### src/rtl/lvds_word_align.sv
// Word aligner for a deserialized LVDS link: finds the bit rotation of a
// periodic sync byte, verifies it over several frames and tracks lock.
module lvds_word_align #(
    parameter logic [7:0] SYNC_WORD = 8'hBC,
    parameter int         FRAME_LEN = 16,
    parameter int         LOCK_CNT  = 3,
    parameter int         MISS_MAX  = 2
) (
    input  logic       clk,
    input  logic       rst_n,
    input  logic [7:0] rx_data,
    output logic [7:0] data_out,
    output logic       data_valid,
    output logic       sof,
    output logic       locked,
    output logic [2:0] align_offset,
    output logic [7:0] loss_cnt
);

    localparam int PW = (FRAME_LEN > 2) ? $clog2(FRAME_LEN) : 1;
    localparam logic [PW-1:0] POS_LAST = PW'(FRAME_LEN - 1);
    localparam logic [3:0] LOCK_C = 4'(LOCK_CNT);
    localparam logic [3:0] MISS_C = 4'(MISS_MAX);

    typedef enum logic [1:0] {HUNT, VERIFY, LOCKED} state_e;

    state_e        state_q, state_d;
    logic [PW-1:0] pos_q, pos_d;
    logic [7:0]    prev_q;
    logic [3:0]    match_q, match_d;
    logic [3:0]    miss_q, miss_d;
    logic [2:0]    off_q, off_d;
    logic [7:0]    loss_q, loss_d;
    logic [7:0]    data_q, data_d;
    logic          valid_q, valid_d;
    logic          sof_q, sof_d;

    logic [15:0]   win;
    logic [7:0]    cand [8];
    logic [7:0]    hit;
    logic          found;
    logic [2:0]    kf;
    logic [2:0]    sel;
    logic          at_sync;
    logic          sync_ok;

    always_comb begin
        win = {prev_q, rx_data};
        for (int k = 0; k < 8; k++) begin
            cand[k] = win[k +: 8];
            hit[k]  = (cand[k] == SYNC_WORD);
        end
        found = |hit;
        kf = 3'd0;
        // Descending scan so the lowest matching rotation wins.
        for (int k = 7; k >= 0; k--) begin
            if (hit[k]) kf = 3'(k);
        end
        at_sync = (pos_q == '0);
        sync_ok = (cand[off_q] == SYNC_WORD);

        state_d = state_q;
        pos_d   = (pos_q == POS_LAST) ? '0 : pos_q + PW'(1);
        match_d = match_q;
        miss_d  = miss_q;
        off_d   = off_q;
        loss_d  = loss_q;
        sel     = off_q;
        sof_d   = 1'b0;

        case (state_q)
            HUNT: begin
                pos_d = '0;
                if (found) begin
                    off_d   = kf;
                    sel     = kf;
                    match_d = 4'd1;
                    pos_d   = PW'(1);
                    state_d = (LOCK_CNT == 1) ? LOCKED : VERIFY;
                    sof_d   = (LOCK_CNT == 1);
                end
            end
            VERIFY: begin
                if (at_sync) begin
                    if (sync_ok) begin
                        match_d = match_q + 4'd1;
                        if (match_d >= LOCK_C) begin
                            state_d = LOCKED;
                            miss_d  = 4'd0;
                            sof_d   = 1'b1;
                        end
                    end else begin
                        state_d = HUNT;
                        match_d = 4'd0;
                    end
                end
            end
            LOCKED: begin
                if (at_sync) begin
                    if (sync_ok) begin
                        miss_d = 4'd0;
                        sof_d  = 1'b1;
                    end else begin
                        miss_d = miss_q + 4'd1;
                        if (miss_d >= MISS_C) begin
                            state_d = HUNT;
                            miss_d  = 4'd0;
                            if (loss_q != 8'hFF) loss_d = loss_q + 8'd1;
                        end
                    end
                end
            end
            default: state_d = HUNT;
        endcase

        data_d  = cand[sel];
        valid_d = (state_d == LOCKED);
    end

    always_ff @(posedge clk or negedge rst_n) begin
        if (!rst_n) begin
            state_q <= HUNT;
            pos_q   <= '0;
            prev_q  <= 8'd0;
            match_q <= 4'd0;
            miss_q  <= 4'd0;
            off_q   <= 3'd0;
            loss_q  <= 8'd0;
            data_q  <= 8'd0;
            valid_q <= 1'b0;
            sof_q   <= 1'b0;
        end else begin
            state_q <= state_d;
            pos_q   <= pos_d;
            prev_q  <= rx_data;
            match_q <= match_d;
            miss_q  <= miss_d;
            off_q   <= off_d;
            loss_q  <= loss_d;
            data_q  <= data_d;
            valid_q <= valid_d;
            sof_q   <= sof_d;
        end
    end

    assign data_out     = data_q;
    assign data_valid   = valid_q;
    assign sof          = sof_q;
    assign locked       = (state_q == LOCKED);
    assign align_offset = off_q;
    assign loss_cnt     = loss_q;

endmodule

### config.mk
export PLATFORM = sky130hd
export DESIGN_NAME = lvds_word_align
export DESIGN_NICKNAME = d
export VERILOG_FILES = /design/src/rtl/lvds_word_align.sv
export SDC_FILE = /design/constraint.sdc
export NUM_CORES = 1
export LEC_CHECK = 0
export CORE_MARGIN = 2
export CORE_UTILIZATION = 55
export CTS_CLUSTER_DIAMETER = 60
export CTS_CLUSTER_SIZE = 8
export DETAILED_ROUTE_END_ITERATION = 7
export PLACE_DENSITY_LB_ADDON = 0.05
export SLEW_MARGIN = 20
export SYNTH_ARGS = -nofsm -noshare
export SYNTH_HDL_FRONTEND = slang
export SYNTH_SLANG_ARGS = --single-unit
### constraint.sdc
create_clock -name clk -period 2.55 [get_ports clk]
set_input_delay 0.3825 -clock clk [delete_from_list [all_inputs] [get_ports clk]]
set_output_delay 0.3825 -clock clk [all_outputs]
set_load 0.05 [all_outputs]
==> results by group <==
Run status
  • Failing checks: negative setup slack
  • Status: finished, violations left

Setup path
  • CP startpoint kind: flip-flop
  • Arr. time, crit path: around 2.8 ns
  • Worst Path Max Fanout: 6
  • CP Class: flip-flop to flip-flop
  • CP Launch Point: prev_q[1]
  • CP required: roughly 2.7 ns
  • Worst setup EP type: flip-flop
  • R2r startpoint: prev_q[1]

Logic synthesis
  • Leading cell types by total area after synthesis: dfrtp_1, ha_1, mux2i_1, o21ai_0, a21oi_1
  • Number of flops mapped to enable cells by yosys: 0
  • Post-Synth Simple-Gate Area: ~18%
  • Compound-cell area share of the yosys netlist: around a quarter
  • Adder-cell area share of the yosys netlist: 4.622%
  • Sequential fraction of the synthesis area: approximately a third
  • Predominant post-synthesis flop cell: dfrtp_1
  • Cell variety after synth: 69
  • Avg Inst Size Synth: 9.700 um^2
  • Synthesized Nets: 328
  • Synth Cell Area: 0.002978 mm^2
  • Share of flip-flops with an asynchronous set or reset: between 90% and 100%
  • Syn. warnings: 0
  • Synth Area in XOR/XNOR: between 3 and 4%
  • Synth area leader: dfrtp_1
  • Seq cells post-synth: 42
  • Top cell type's share of synthesized area: a little over a third
  • Largest family of logic cells by synthesized area: compound AO/OA/AOI/OAI gates
  • Mux cell area share after synthesis: 7.101%
  • Post-Synthesis Cells: slightly above 300

Floorplanning
  • Core Footprint: ~0.0052 mm^2
  • Initial Util: between 50% and 60%
  • Die height: roughly 78 um
  • Std cell rows: 26
  • Die width: just under 80 um
  • Top Ports: 32
  • Die ar.: between 0.006 and 0.007 mm^2

Drt
  • Initial DRT Pass Iterations: 5
  • DR WL/cell: 17.65 um
  • Number of routed nets with antenna violations: 0
  • 1st-iter DRT viols: slightly below 200
  • DR DRC count: 0
  • Vias: 2,776
  • Final wirelength: 8.013 mm
  • Avg Vias per Cell: 6.115

Clocking
  • CTS tree: yes
  • # H-tree levels: 2
  • Clk slew on worst S/H paths: 0.09 ns
  • Clk Latency, worst-skew pair: 0.30 ns
  • Root buffer cell: clkbuf_8
  • Sink Count: between 40 and 50
  • CTS Buf Count: 5
  • Max clock buf depth: 2
  • # hold bufs at CTS: 0

Finish
  • Most common cell after layout, fill and taps aside: buf_4
  • Layout cells sized above 1: 29.43%
  • NumNets Final: ~400
  • Fillcell total: roughly 360
  • Area delta synth->final: 31.55%
  • Most frequent cells in the layout: buf_4, dfrtp_1, clkdlybuf4s50_1
  • Final core occ: 75.74%
  • Cell area after layout: 0.003918 mm^2
  • Ant diodes: 0

Placed design
  • I/O Buffers: 31
  • Placement Cell Area: between 0.003 and 0.004 mm^2
  • Dpl hpwl: 5.452 mm
  • Final RePlAce weighted congestion: 1.008

Pwr
  • PD cells: around 770 mW/mm^2
  • Internal: between 0.0015 and 0.002 W
  • Power consumption: between 0.003 and 0.004 W
  • P_sw: 0.001353 W
  • P_leak: around 1.7 nW
  • Comb pwr share: between 50% and 60%
  • Register share of total power: between 30 and 40%
  • Peak supply drop: about 790 uV
  • Clock share of power: 15.6%
  • Sw frac: ~45%

Global routing
  • GRT overflow: 0
  • Vias in the first global route: 2,576
  • First-pass GRT wire length: ~13 mm
  • Gr usage total: approximately a quarter
  • Largest net degree at the start of global routing: between 40 and 50
  • Initial antenna violation count: 0

Timing
  • Worst Skew: about 0.0076 ns
  • Slew HR: a little under two fifths
  • Final period utilization: 100.6%
  • Slew Limit Fails: 0
  • Final setup vio count: 2
  • Final hold viol count: 0
  • Final min period: ~2.6 ns
  • Least-Margin Pin Slew: roughly 0.93 ns
  • Hold WS: about 0.21 ns
  • Unrepaired setup endpoints after global routing: yes
  • Fmax: ~390 MHz
  • Final setup margin: -0.01485 ns

Flow run
  • MaxCap Viol Count: 0

Hold path
  • Hold crit path type: input port to async pin
cells by family after synthesis:
kind of cell	after synthesis
AO/OA/AOI/OAI	94
XOR/XNOR	11
adder cells (fa/ha/maj)	11
buffers and inverters	38
flip-flops	42
multiplexers	19
AND/OR/NAND/NOR	92
flip-flops by register name, indices dropped and copies added (netlist names):
signal,flops
sof,1
state_q,2
loss_cnt,8
data_out,8
align_offset,3
match_q,4
pos_q,4
miss_q,4
data_valid,1
prev_q,7
final timing paths:
kind	to	slack, ns	depth (start not counted)
min in group clk	loss_cnt[7]	0.51	1
worst max-delay path	loss_cnt[5]	-0.01	10
worst min register to register	loss_cnt[7]	0.51	1
worst max register to register	loss_cnt[5]	-0.01	10
max in group asynchronous	align_offset[0]	1.69	1
worst min-delay path	match_q[3]	0.21	1
area by class of cell:
| cell class | count | area [um^2] | share of cell area, % |
|---|---|---|---|
| multi-input cells | 227 | 1826 | 46.60 |
| flip-flops and latches | 42 | 1055 | 26.92 |
| repair buffers | 90 | 785.8 | 20.06 |
| well taps | 70 | 87.58 | 2.236 |
| clock buffers | 7 | 86.33 | 2.204 |
| inverters | 17 | 68.82 | 1.757 |
| clock inverters | 1 | 8.758 | 0.2236 |
power groups by stage:
stage	clock network [W]	registers [W]	logic, W
after floorplan	0	0.00124	0.000732
after global placement	0	0.000931	0.00153
after detailed placement	0	0.000933	0.00154
after CTS	0.000478	0.000925	0.00157
after global routing	0.000505	0.000946	0.00175
final	0.000473	0.000930	0.00162
through the flow:
| stage | worst slack, ns | setup TNS (ns) | instances |
|---|---|---|---|
| 5_1_grt | -0.09707 | -0.7677 | 454 |
| 2_1_floorplan | 0.01985 | 0 | 307 |
| 6_report | -0.01485 | -0.02315 | 454 |
| 3_3_place_gp | -0.4058 | -5.607 | 440 |
| 4_1_cts | 0.02479 | 0 | 449 |
| 3_5_place_dp | -0.4194 | -6.009 | 440 |
Yosys cell counts (all sizes together) (7+ instances only):
cell type  instances
dfrtp             42
o21ai             24
nand2             21
a21oi             17
inv               17
buf               15
nor2              13
mux2i             12
ha                11
nand3             10
nor3               9
mux2               7
o22a               7
per-layer routing:
layer,GRT usage (%),wire length (um),up-vias
met1,38.76,3621,1363
met4,8.929,173,0
met2,39.31,3728,97
met5,0,0,-
met3,5.116,490,19
li1,-,-,1297
timing repair:
action,CTS,global route
pin swaps,2,8
hold endpoints to repair,0,0
resized for setup,13,23
setup buffers,1,4
gates cloned,0,1
setup endpoints to repair,7,12
critical path, stage by stage, from the launching register on:
cell,delay (ns)
dfrtp_1,0.38
buf_4,0.18
nor4bb_4,0.31
a31oi_1,0.07
o32a_2,0.42
o32ai_4,0.36
buf_4,0.18
or2_1,0.14
or3_4,0.18
nor3_4,0.05
xor2_1,0.17
Note: power is estimated with default switching activity, not from simulation.
